`config.mk`:
```
export PLATFORM = sky130hd
export DESIGN_NAME = mbgd_batch_sequencer
export DESIGN_NICKNAME = d
export VERILOG_FILES = /design/src/rtl/mbgd_batch_sequencer.sv
export SDC_FILE = /design/constraint.sdc
export NUM_CORES = 1
export LEC_CHECK = 0
export CAP_MARGIN = 0
export CORE_ASPECT_RATIO = 1.1
export CORE_MARGIN = 4
export CORE_UTILIZATION = 54
export DETAILED_ROUTE_END_ITERATION = 6
export PLACE_DENSITY = 0.9
export SLEW_MARGIN = 5
export SYNTH_ARGS = -nofsm -noshare
export SYNTH_HDL_FRONTEND = slang
export SYNTH_SLANG_ARGS = --single-unit
```
`constraint.sdc`:
```
create_clock -name clk -period 3.4 [get_ports clk]
set_input_delay 0.68 -clock clk [delete_from_list [all_inputs] [get_ports clk]]
set_output_delay 0.68 -clock clk [all_outputs]
set_load 0.02 [all_outputs]
```
`src/rtl/mbgd_batch_sequencer.sv`:
```
// mbgd_batch_sequencer: drives the MBGD dot-product adder stage and accumulates one mini-batch of adder results.
// Latency: 1 handshake cycle + ADD_LAT cycles per sample; out_valid BATCH*(1+ADD_LAT) cycles after the first handshake when fed back-to-back.
// Backpressure: in_ready only in WAIT_IN; the result is held in DONE until out_ready. Optional macro MBGD_SEQ_MEAN_EN presents the batch mean.
module mbgd_batch_sequencer #(
  parameter int N         = 8,
  parameter int N_BIT     = 3,
  parameter int DW1       = 8,
  parameter int DW2       = 8,
  parameter int BATCH     = 4,
  parameter int BATCH_BIT = 2,
  parameter int ADD_LAT   = 1
) (
  input  logic                                  clk,
  input  logic                                  resetn,
  input  logic                                  start,
  input  logic                                  in_valid,
  output logic                                  in_ready,
  output logic                                  add_en,
  input  logic [DW1+DW2+N_BIT-1:0]              add_sum,
  output logic [DW1+DW2+N_BIT+BATCH_BIT-1:0]    acc_out,
  output logic                                  out_valid,
  input  logic                                  out_ready,
  output logic                                  busy,
  output logic [BATCH_BIT-1:0]                  sample_cnt
);

  localparam int SW = DW1 + DW2 + N_BIT;
  localparam int AW = SW + BATCH_BIT;
  localparam int LW = (ADD_LAT < 2) ? 1 : $clog2(ADD_LAT + 1);
  localparam logic [LW-1:0]        LAT_MAX  = LW'(ADD_LAT);
  localparam logic [BATCH_BIT-1:0] CNT_LAST = BATCH_BIT'(BATCH - 1);

  // The adder output only holds the full sum of N lanes if N fits in N_BIT bits.
  if (N > (1 << N_BIT)) begin : g_lane_chk
    $error("mbgd_batch_sequencer: N=%0d exceeds 2**N_BIT", N);
  end
  if (BATCH < 1 || ADD_LAT < 1) begin : g_param_chk
    $error("mbgd_batch_sequencer: BATCH and ADD_LAT must be >= 1");
  end

  typedef enum logic [1:0] {
    IDLE    = 2'd0,
    WAIT_IN = 2'd1,
    ADD     = 2'd2,
    DONE    = 2'd3
  } state_t;

  state_t                 state, state_nxt;
  logic [LW-1:0]          lat_cnt, lat_nxt;
  logic [AW-1:0]          acc, acc_nxt;
  logic [BATCH_BIT-1:0]   cnt_nxt;

  // State, latency counter, accumulator and sample count registers; reset aborts any batch in flight.
  always_ff @(posedge clk or negedge resetn) begin
    if (!resetn) begin
      state      <= IDLE;
      lat_cnt    <= '0;
      acc        <= '0;
      sample_cnt <= '0;
    end else begin
      state      <= state_nxt;
      lat_cnt    <= lat_nxt;
      acc        <= acc_nxt;
      sample_cnt <= cnt_nxt;
    end
  end

  // Next-state, datapath updates and handshake outputs.
  always_comb begin
    state_nxt = state;
    lat_nxt   = lat_cnt;
    acc_nxt   = acc;
    cnt_nxt   = sample_cnt;
    in_ready  = 1'b0;
    out_valid = 1'b0;
    unique case (state)
      IDLE: begin
        if (start) begin
          acc_nxt   = '0;
          cnt_nxt   = '0;
          state_nxt = WAIT_IN;
        end
      end
      WAIT_IN: begin
        in_ready = 1'b1;
        if (in_valid) begin
          lat_nxt   = LW'(1);
          state_nxt = ADD;
        end
      end
      ADD: begin
        if (lat_cnt < LAT_MAX) begin
          lat_nxt = lat_cnt + LW'(1);
        end else begin
          // add_sum is valid now: the adder has had ADD_LAT edges since capture.
          acc_nxt = acc + AW'(add_sum);
          if (sample_cnt == CNT_LAST) begin
            cnt_nxt   = '0;
            state_nxt = DONE;
          end else begin
            cnt_nxt   = sample_cnt + BATCH_BIT'(1);
            state_nxt = WAIT_IN;
          end
        end
      end
      DONE: begin
        out_valid = 1'b1;
        if (out_ready) begin
          state_nxt = IDLE;
        end
      end
      default: state_nxt = IDLE;
    endcase
  end

  // The adder captures the held vector on the handshake edge only.
  assign add_en = in_valid & in_ready;
  assign busy   = (state != IDLE);

`ifdef MBGD_SEQ_MEAN_EN
  if (BATCH != (1 << BATCH_BIT)) begin : g_mean_chk
    $error("mbgd_batch_sequencer: mean output needs BATCH == 2**BATCH_BIT");
  end
  // The finished result (DONE, and held through IDLE) is the mean; mid-batch shows the running sum.
  assign acc_out = (state == DONE || state == IDLE) ? (acc >> BATCH_BIT) : acc;
`else
  assign acc_out = acc;
`endif

endmodule

```
==> results of run 1 <==
## flip-flops by register name (all words and copies together) (netlist names)
name,count
sample_cnt,2
lat_cnt,1
acc_out,21
state,2
## layer usage
metal | global-route usage [%] | routed length, µm
met5 | 0 | 0
met4 | 10.4 | 121
met2 | 38.0 | 2560
met1 | 30.4 | 2490
met3 | 3.32 | 257
## cell families (layout without fill, tap and decap cells)
group / Yosys count / after routing / share of synthesized area, %
and+or+nand+nor: 96 / 96 / 22.9
AOI/OAI and AO/OA: 85 / 85 / 26.1
DFF: 26 / 26 / 30.2
adders and majority gates: 21 / 21 / 12.6
buffers and inverters: 21 / 68 / 4.30
xor gates and xnor gates: 6 / 6 / 2.44
muxes: 2 / 2 / 1.51
## synth_stat cells (4+ instances only)
cell type   n
buf_2       5
nand3_1     9
or3_1       5
o21ai_0    19
nor2b_1     4
and2_1      7
clkbuf_1    5
inv_1      10
o211ai_1    4
dfrtp_1    26
nand4_1     4
nand2_1    33
nor2_1     13
a21oi_1    20
ha_1       20
a21o_1      7
## worst max-delay path by stage
stage | startpoint | end | slack [ns] | cells after the start
after detailed placement | add_sum[0] | acc_out[20]$_DFFE_PN0P_ | 0.24 | 10
final | add_sum[0] | acc_out[20]$_DFFE_PN0P_ | 0.52 | 10
after CTS | add_sum[0] | acc_out[20]$_DFFE_PN0P_ | 0.54 | 10
after global placement | add_sum[0] | acc_out[20]$_DFFE_PN0P_ | 0.35 | 10
after global routing | add_sum[0] | acc_out[20]$_DFFE_PN0P_ | 0.31 | 10
after floorplan | add_sum[0] | acc_out[20]$_DFFE_PN0P_ | 0.97 | 9
## power by group through the flow
stage                     combinational (W)  clock, W  sequential [W]
after global routing                0.00161  0.000284        0.000559
after detailed placement            0.00145         0        0.000543
after floorplan                    0.000856         0        0.000647
after CTS                           0.00147  0.000270        0.000538
after global placement              0.00143         0        0.000541
final                               0.00148  0.000267        0.000539
## metrics by stage
stage          hold WS (ns)  power (W)  setup slack, ns  area (µm²)
4_1_cts               0.532    0.00227            0.538        2760
5_1_grt               0.556    0.00246            0.308        2760
3_3_place_gp          0.499    0.00197            0.350        2690
2_1_floorplan         0.384    0.00150            0.967        2150
3_5_place_dp          0.502    0.00199            0.244        2690
6_report              0.524    0.00228            0.516        2760
## cells in the final DEF (no fill, tap or decap), types with 4 or more instances in the layout
| master | Yosys | layout |
|---|---|---|
| o21ai_0 | 19 | 19 |
| nand4_1 | 4 | 4 |
| nor2b_1 | 4 | 4 |
| buf_4 | 0 | 4 |
| or3_1 | 5 | 5 |
| dfrtp_1 | 26 | 26 |
| and2_1 | 7 | 7 |
| clkdlybuf4s50_1 | 0 | 50 |
| nor2_1 | 13 | 13 |
| inv_1 | 10 | 10 |
| a21o_1 | 7 | 7 |
| a21oi_1 | 20 | 20 |
| nand3_1 | 9 | 9 |
| ha_1 | 20 | 20 |
| o211ai_1 | 4 | 4 |
| nand2_1 | 33 | 33 |
## final cells by class
type                       instances  share of cell area (%)
timing repair buffer              54                    19.2
clock inverter                     1                    1.09
clock buffer                       3                    1.49
multi-input combinational        210                    51.0
tap                               50                    2.26
sequential                        26                    23.6
inverter                          10                    1.36
## critical path, stage by stage
cell	delay [ns]
clkdlybuf4s50_1	0.48
ha_1	0.18
inv_1	0.06
fa_1	0.37
nor2b_1	0.23
o211ai_2	0.14
a211o_2	0.34
a211oi_1	0.28
or2_2	0.18
o211ai_1	0.10
==> impl_metrics.yaml, run 1 <==
pwr:
  p_clk_share_pct: 11.7
  p_leak_nw: 1.18
  cellPowerDensity_mw_per_mm2: 826
  seq_power_share_pct: 23.6
  p_comb_share_pct: 64.7
  ir_drop_uv: 400
  p_sw_w: 0.00104
  p_int_w: 0.00124
  p_sw_share_pct: 45.4
global_route:
  grt_max_degree: 27
  grt_overflow: 0
  grt_util_all_layers_pct: 23.3
  first_global_vias: 2015
  antenna_found_initial: 0
  grt_pass1_wl_um: 9060
worst_setup_path:
  timing.rr.start: "acc_out[0]$_DFFE_PN0P_"
  r2r_setup_slack_ns: 1.02
  critPathLaunchType: "input port"
  required_ns: 3.56
  arrival_ns: 3.04
  r2r_end: "acc_out[20]$_DFFE_PN0P_"
  cp_max_fo: 4
  reg2reg_depth: 9
  cp-end-kind: "flip-flop"
  worstSetupPathType: "input port to flip-flop"
floorplanning:
  die_width_um: 68.2
  die-height_um: 74.2
  core-area_mm2: 0.00374
  rows: 23
  dieArea_mm2: 0.00506
  pin_count: 51
  initial_utilization_pct: 57.6
synthesis:
  ys_seq_elements: 26
  synth_area_leader_cell: "dfrtp_1"
  synth_top_area_share_pct: 30.2
  yosys.cell_types.count: 55
  synth_nets: 302
  synth-edff-count: 0
  ys_seq_area_share_pct: 30.2
  async_reset_ff_share_pct: 100
  synthCells: 257
  syn_avg_cell_area_um2: 8.38
  ys_top_cells_by_area: "dfrtp_1 (30%), ha_1 (12%), nand2_1 (5.8%), a21oi_1 (4.6%), o21ai_0 (4.4%)"
  synth_area_mm2: 0.00215
  yosysWarnings: 0
  ys.flop_type: "dfrtp_1"
clock_tree:
  cts_hold_buf: 0
  clk_pin_slew_ns: 0.10
  clkSinkCount: 26
  post_cts_buffers: 0
  clock-root-buffer: "clkbuf_8"
  htree_levels: 1
  cts_buffer_depth: 2
  clk_latency_ns: 0.28
  post_cts_resized: 0
  cts_tree: "yes"
  numCtsBuffers: 3
drt:
  vias: 2100
  dr.pass1.iters: 5
  drcViolationCount: 0
  drt_iter0_drc: 147
  routedWlPerCell_um: 15.3
  drt_wl_total_um: 5430
  via_per_inst: 5.93
  ant_nets: 0
timing:
  max-slew-margin-rel_pct: 53.5
  max_freq_ghz: 0.347
  worst_slew_pin_slew_ns: 0.695
  rsz0062_at_grt: "no"
  fin_crit_ns: 2.88
  setup_viol: 0
  finalHoldViolCount: 0
  fin_crit_sh_pct: 84.8
  tns_ns: 0
  clock_skew_ns: 0.00534
  maxSlewViolCount: 0
finish:
  nFillCells: 284
  seq_area_um2: 651
  fin_nets: 350
  layout-drive-gt1-share_pct: 5.59
  multiInputGateArea_mm2: 0.00141
  utilization_pct: 73.8
  layout.cells.non_filler: 354
  synthToLayoutAreaGrowth_pct: 28.3
  diodes: 0
worst_hold_path:
  min_from: "acc_out[11]$_DFFE_PN0P_"
  hp-class: "flip-flop to flip-flop"
  worstHoldEndpoint: "acc_out[11]$_DFFE_PN0P_"
  holdPathStages: 2
status:
  status: "complete, no violations"
placement:
  gp_congestion: 0.877
  dpl.hpwl_um: 4010
  portBuffers: 50
  dp.cells: 350
flow_run:
  drv_cap: 0
(Power assumes the default switching activity.)
==> inputs of run 2 (changes only) <==
--- a/config.mk
+++ b/config.mk
@@ -8,9 +8,9 @@
 export CAP_MARGIN = 0
 export CORE_ASPECT_RATIO = 1.1
 export CORE_MARGIN = 4
-export CORE_UTILIZATION = 54
+export CORE_UTILIZATION = 50
 export DETAILED_ROUTE_END_ITERATION = 6
-export PLACE_DENSITY = 0.9
+export PLACE_DENSITY = 0.84
 export SLEW_MARGIN = 5
 export SYNTH_ARGS = -nofsm -noshare
 export SYNTH_HDL_FRONTEND = slang
==> constraint.sdc (replaced) <==
create_clock -name clk -period 2.7 [get_ports clk]
set_input_delay 0.54 -clock clk [delete_from_list [all_inputs] [get_ports clk]]
set_output_delay 0.54 -clock clk [all_outputs]
set_load 0.02 [all_outputs]
==> run 2 against run 1 <==
Worst setup slack worse by 0.39 ns; global-route usage is 1.8 points lower; combinational power is 33% higher; sequential cell count stayed put; via count is 3.5% higher.
==> impl_metrics.yaml, run 2 (synthesis results as in run 1) <==
status:
  status: "complete, no violations"
drt:
  ant_nets: 0
  drcViolationCount: 0
  via_per_inst: 5.89
  vias: 2173
  drt_wl_total_um: 5750
  dr.pass1.iters: 4
  drt_iter0_drc: 195
  routedWlPerCell_um: 15.6
timing:
  rsz0062_at_grt: "no"
  timing.hold.ws_ns: 0.525
  worst_slew_pin_slew_ns: 0.443
  maxSlewViolCount: 0
  finalHoldViolCount: 0
  fin_crit_ns: 2.57
  max-slew-margin-rel_pct: 70.2
  clock_skew_ns: 0.00620
  max_freq_ghz: 0.389
  fin_crit_sh_pct: 95.3
  setup_viol: 0
  tns_ns: 0
floorplanning:
  initial_utilization_pct: 53.1
  die-height_um: 76.8
  core-area_mm2: 0.00405
  die_width_um: 70.6
  pin_count: 51
  dieArea_mm2: 0.00542
  rows: 24
clock_tree:
  clkSinkCount: 26
  clock-root-buffer: "clkbuf_8"
  clk_pin_slew_ns: 0.10
  cts_tree: "yes"
  clk_latency_ns: 0.28
  cts_buffer_depth: 2
  numCtsBuffers: 3
  htree_levels: 1
global_route:
  antenna_found_initial: 0
  grt_max_degree: 27
  grt_util_all_layers_pct: 21.5
  grt_pass1_wl_um: 9680
  first_global_vias: 2081
  use_met1_pct: 29.3
  grt-busiest-layer: "met2"
  grt_overflow: 0
  grt_use_met3_pct: 3.01
  met2_usage_pct: 35.4
worst_setup_path:
  reg2reg_depth: 9
  r2r_setup_slack_ns: 0.47
  worstSetupPathType: "input port to flip-flop"
  r2r_end: "acc_out[16]$_DFFE_PN0P_"
  cp-end-kind: "flip-flop"
  timing.rr.start: "acc_out[0]$_DFFE_PN0P_"
  arrival_ns: 2.73
  critPathLaunchType: "input port"
  cp_max_fo: 3
  required_ns: 2.86
placement:
  place_area_mm2: 0.00279
  dpl.hpwl_um: 4380
  gp_congestion: 0.865
  dp.cells: 365
  portBuffers: 50
pwr:
  cellPowerDensity_mw_per_mm2: 1040
  p_sw_w: 0.00135
  p_clk_share_pct: 11.3
  seq_power_share_pct: 22.8
  p_sw_share_pct: 45.0
  p_leak_nw: 1.24
  p_comb_share_pct: 65.9
  p_int_w: 0.00165
  ir_drop_uv: 538
worst_hold_path:
  hp-class: "flip-flop to flip-flop"
  min_from: "acc_out[11]$_DFFE_PN0P_"
  worstHoldEndpoint: "acc_out[11]$_DFFE_PN0P_"
  holdPathStages: 2
finish:
  largest_reg_flops: 21
  seq_area_um2: 651
  mostFrequentLayoutCell: "clkdlybuf4s50_1"
  fin_nets: 363
  layout.cells.non_filler: 369
  diodes: 0
  synthToLayoutAreaGrowth_pct: 33.2
  multiInputGateArea_mm2: 0.00142
  final_area_mm2: 0.00287
  layout-drive-gt1-share_pct: 9.78
  nFillCells: 328
  final_cell_mix: "clkdlybuf4s50_1 (50), nand2_1 (33), dfrtp_1 (26)"
flow_run:
  drv_cap: 0
## run 2: cell count changes in the layout (fill, tap and decap cells not counted)
| cell | previous run | this run |
|---|---|---|
| a211oi_2 | 0 | 1 |
| a211oi_1 | 3 | 2 |
| buf_4 | 4 | 17 |
## run 2: power groups by stage
stage          combinational (W)  sequential [W]  clock, W
5_1_grt                  0.00216        0.000712  0.000350
3_5_place_dp             0.00194        0.000691         0
6_report                 0.00197        0.000682  0.000337
2_1_floorplan            0.00108        0.000814         0
3_3_place_gp             0.00190        0.000685         0
4_1_cts                  0.00196        0.000683  0.000337
## run 2: metrics by stage
stage | util (%) | power (W) | worst slack (ns)
final | 70.7 | 0.00299 | 0.126
after global routing | 70.7 | 0.00322 | 0.0512
after CTS | 70.6 | 0.00298 | 0.0505
after detailed placement | 68.9 | 0.00263 | -0.211
after global placement | 68.9 | 0.00259 | -0.105
after floorplan | - | 0.00189 | 0.407
## run 2: how the worst max path moves through the flow
stage / to / depth (start not counted) / slack (ns) / from
after detailed placement: acc_out[20]$_DFFE_PN0P_ / 10 / -0.21 / add_sum[0]
after global routing: acc_out[20]$_DFFE_PN0P_ / 10 / 0.05 / add_sum[0]
after floorplan: acc_out[20]$_DFFE_PN0P_ / 9 / 0.41 / add_sum[0]
after CTS: acc_out[20]$_DFFE_PN0P_ / 10 / 0.05 / add_sum[0]
final: acc_out[16]$_DFFE_PN0P_ / 10 / 0.13 / add_sum[0]
after global placement: acc_out[20]$_DFFE_PN0P_ / 10 / -0.10 / add_sum[0]
## run 2: critical path, cell delays in order
cell	delay, ns
clkdlybuf4s50_1	0.47
ha_1	0.16
inv_1	0.05
fa_1	0.37
nor2b_1	0.19
o211ai_2	0.11
a211o_2	0.34
and2_1	0.18
o211ai_1	0.19
o311ai_1	0.13
## run 2: repair_timing
action                                  4_1_cts  5_1_grt
setup buffers                                 0        0
resized for setup                             0        1
endpoints found under the setup margin        0        2
hold buffers                                  0        0
hold endpoints to repair                      0        0
## run 2: final cells by class
class | count | area share (%)
Clock buffer | 3 | 1.44
Inverter | 10 | 1.31
Sequential cell | 26 | 22.7
Clock inverter | 1 | 1.05
Timing Repair Buffer | 67 | 21.9
Multi-Input combinational cell | 210 | 49.3
Tap cell | 52 | 2.27
## run 2: layer usage
metal	share of wire, %	wire length [µm]	up-vias
met4	1.9	112	0
met3	5.0	288	15
met1	45	2560	1039
met2	48	2780	61
met5	0	0	-
li1	-	-	1058
==> inputs of run 3 (changes only) <==
==> constraint.sdc (replaced) <==
create_clock -name clk -period 2.7 [get_ports clk]
set_input_delay 0.27 -clock clk [delete_from_list [all_inputs] [get_ports clk]]
set_output_delay 0.27 -clock clk [all_outputs]
set_load 0.02 [all_outputs]
==> run 3 against run 2 <==
Sequential cell count stayed put; sequential share of layout area increased by 0.78 points; maximum frequency rose by 11%; clock power shrank 2%; design area down 3.3%; clock-buffer cell count did not move; die area is the same; largest power group unchanged; highest routed layer unchanged.
==> impl_metrics.yaml, run 3 (synthesis results as in run 1) <==
status:
  status: "complete, no violations"
drt:
  drt_iter0_drc: 163
  dr.pass1.iters: 4
  routedWlPerCell_um: 15.4
  vias: 2072
  drcViolationCount: 0
  ant_nets: 0
  via_per_inst: 5.80
  drt_wl_total_um: 5500
global_route:
  grt_max_degree: 27
  grt_overflow: 0
  grt_pass1_wl_um: 9540
  antenna_found_initial: 0
  grt_util_all_layers_pct: 21.1
  first_global_vias: 2012
placement:
  dpl.hpwl_um: 4160
  preCtsSetupSlack_ns: 0.0800
  portBuffers: 50
  gp_congestion: 0.855
finish:
  diodes: 0
  seq_area_um2: 651
  final_cell_mix: "clkdlybuf4s50_1 (50), nand2_1 (33), dfrtp_1 (26)"
  largest_reg_flops: 21
  mostFrequentLayoutCell: "clkdlybuf4s50_1"
  layout-drive-gt1-share_pct: 5.90
  synthToLayoutAreaGrowth_pct: 28.8
  fin_nets: 351
  multiInputGateArea_mm2: 0.00141
  nFillCells: 348
floorplanning:
  die_width_um: 70.6
  initial_utilization_pct: 53.1
  rows: 24
  core-area_mm2: 0.00405
  die-height_um: 76.8
  dieArea_mm2: 0.00542
  pin_count: 51
pwr:
  ir_drop_uv: 508
  seq_power_share_pct: 23.9
  p_int_w: 0.00157
  p_clk_share_pct: 11.5
  p_sw_w: 0.00130
  cellPowerDensity_mw_per_mm2: 1030
  p_comb_share_pct: 64.6
  p_leak_nw: 1.19
  p_sw_share_pct: 45.4
worst_setup_path:
  cp_max_fo: 4
  required_ns: 2.86
  cp-end-kind: "flip-flop"
  cpMaxStageDelayCell: "clkdlybuf4s50_1"
  path_cells: "clkdlybuf4s50_1 > ha_1 > inv_1 > fa_1 > nor2b_1 > o211ai_2 > a211o_2 > a211oi_1 > or2_2 > o211ai_1"
  max_stage_delay_ns: 0.46
  critPathLaunchType: "input port"
  worstSetupPathType: "input port to flip-flop"
  arrival_ns: 2.48
worst_hold_path:
  hp-class: "input port to asynchronous set/reset pin"
timing:
  setup_viol: 0
  rsz0062_at_grt: "no"
  finalHoldViolCount: 0
  layout_setup_ws_ns: 0.385
  clock_skew_ns: 0.00946
  fin_crit_ns: 2.31
  tns_ns: 0
  fin_crit_sh_pct: 85.7
  maxSlewViolCount: 0
  max_freq_ghz: 0.432
  worst_slew_pin_slew_ns: 0.378
  max-slew-margin-rel_pct: 74.7
clock_tree:
  clk_latency_ns: 0.28
  cts_hold_buf: 0
  clkSinkCount: 26
  numCtsBuffers: 3
  post_cts_buffers: 0
  post_cts_resized: 0
  cts_buffer_depth: 2
  htree_levels: 1
  cts_tree: "yes"
  clock-root-buffer: "clkbuf_8"
  clk_pin_slew_ns: 0.10
flow_run:
  drv_cap: 0
==> run 3: changes by cell type in the layout (fill, tap and decap cells not counted) <==
cell      delta
a211oi_2     -1
buf_4       -12
a211oi_1     +1
==> run 3: final timing paths <==
kind,end,cells past startpoint,from,slack (ns)
max,acc_out[20]$_DFFE_PN0P_,10,add_sum[0],0.39
min,acc_out[15]$_DFFE_PN0P_,2,resetn,0.37
max reg2reg,acc_out[20]$_DFFE_PN0P_,9,acc_out[0]$_DFFE_PN0P_,0.45
min reg2reg,acc_out[11]$_DFFE_PN0P_,2,acc_out[11]$_DFFE_PN0P_,0.52
max in group asynchronous,acc_out[16]$_DFFE_PN0P_,2,resetn,2.07
min in group clk,acc_out[11]$_DFFE_PN0P_,2,acc_out[11]$_DFFE_PN0P_,0.52
==> run 3: layout make-up <==
cell class / count / area share [%]
multi-input combinational: 210 / 50.9
sequential: 26 / 23.5
timing repair buffer: 55 / 19.4
tap: 52 / 2.35
clock buffer: 3 / 1.49
inverter: 10 / 1.35
clock inverter: 1 / 1.08
==> run 3: layer usage <==
metal | GRT usage (%) | share of wire, % | wire (µm) | up-vias
met5 | 0 | 0 | 0 | -
met4 | 5.26 | 0.58 | 32 | 0
met3 | 3.66 | 5.3 | 291 | 4
met2 | 33.9 | 48 | 2660 | 56
met1 | 29.3 | 46 | 2520 | 977
li1 | - | - | - | 1035
==> run 3: power groups by stage <==
stage | combinational, W | sequential (W) | clock (W)
after floorplan | 0.00108 | 0.000814 | 0
after global placement | 0.00181 | 0.000684 | 0
after detailed placement | 0.00184 | 0.000693 | 0
after CTS | 0.00185 | 0.000686 | 0.000344
after global routing | 0.00203 | 0.000716 | 0.000358
final | 0.00185 | 0.000685 | 0.000331
==> run 3: worst max-delay path, delay by kind of cell <==
family                   cells  cell delay (ns)
AND/OR/NAND/NOR              2             0.35
buffers and inverters        2             0.51
AO/OA/AOI/OAI                4             0.82
adder cells (fa/ha/maj)      2             0.53
==> run 3: through the flow <==
stage	instances	power [W]	utilization (%)	instance area, µm²	hold slack (ns)
2_1_floorplan	257	0.00189	-	2150	-0.0256
3_3_place_gp	353	0.00250	66.6	2700	0.501
3_5_place_dp	353	0.00253	66.6	2700	0.504
4_1_cts	357	0.00288	68.4	2770	0.374
5_1_grt	357	0.00311	68.4	2770	0.391
6_report	357	0.00287	68.4	2770	0.368
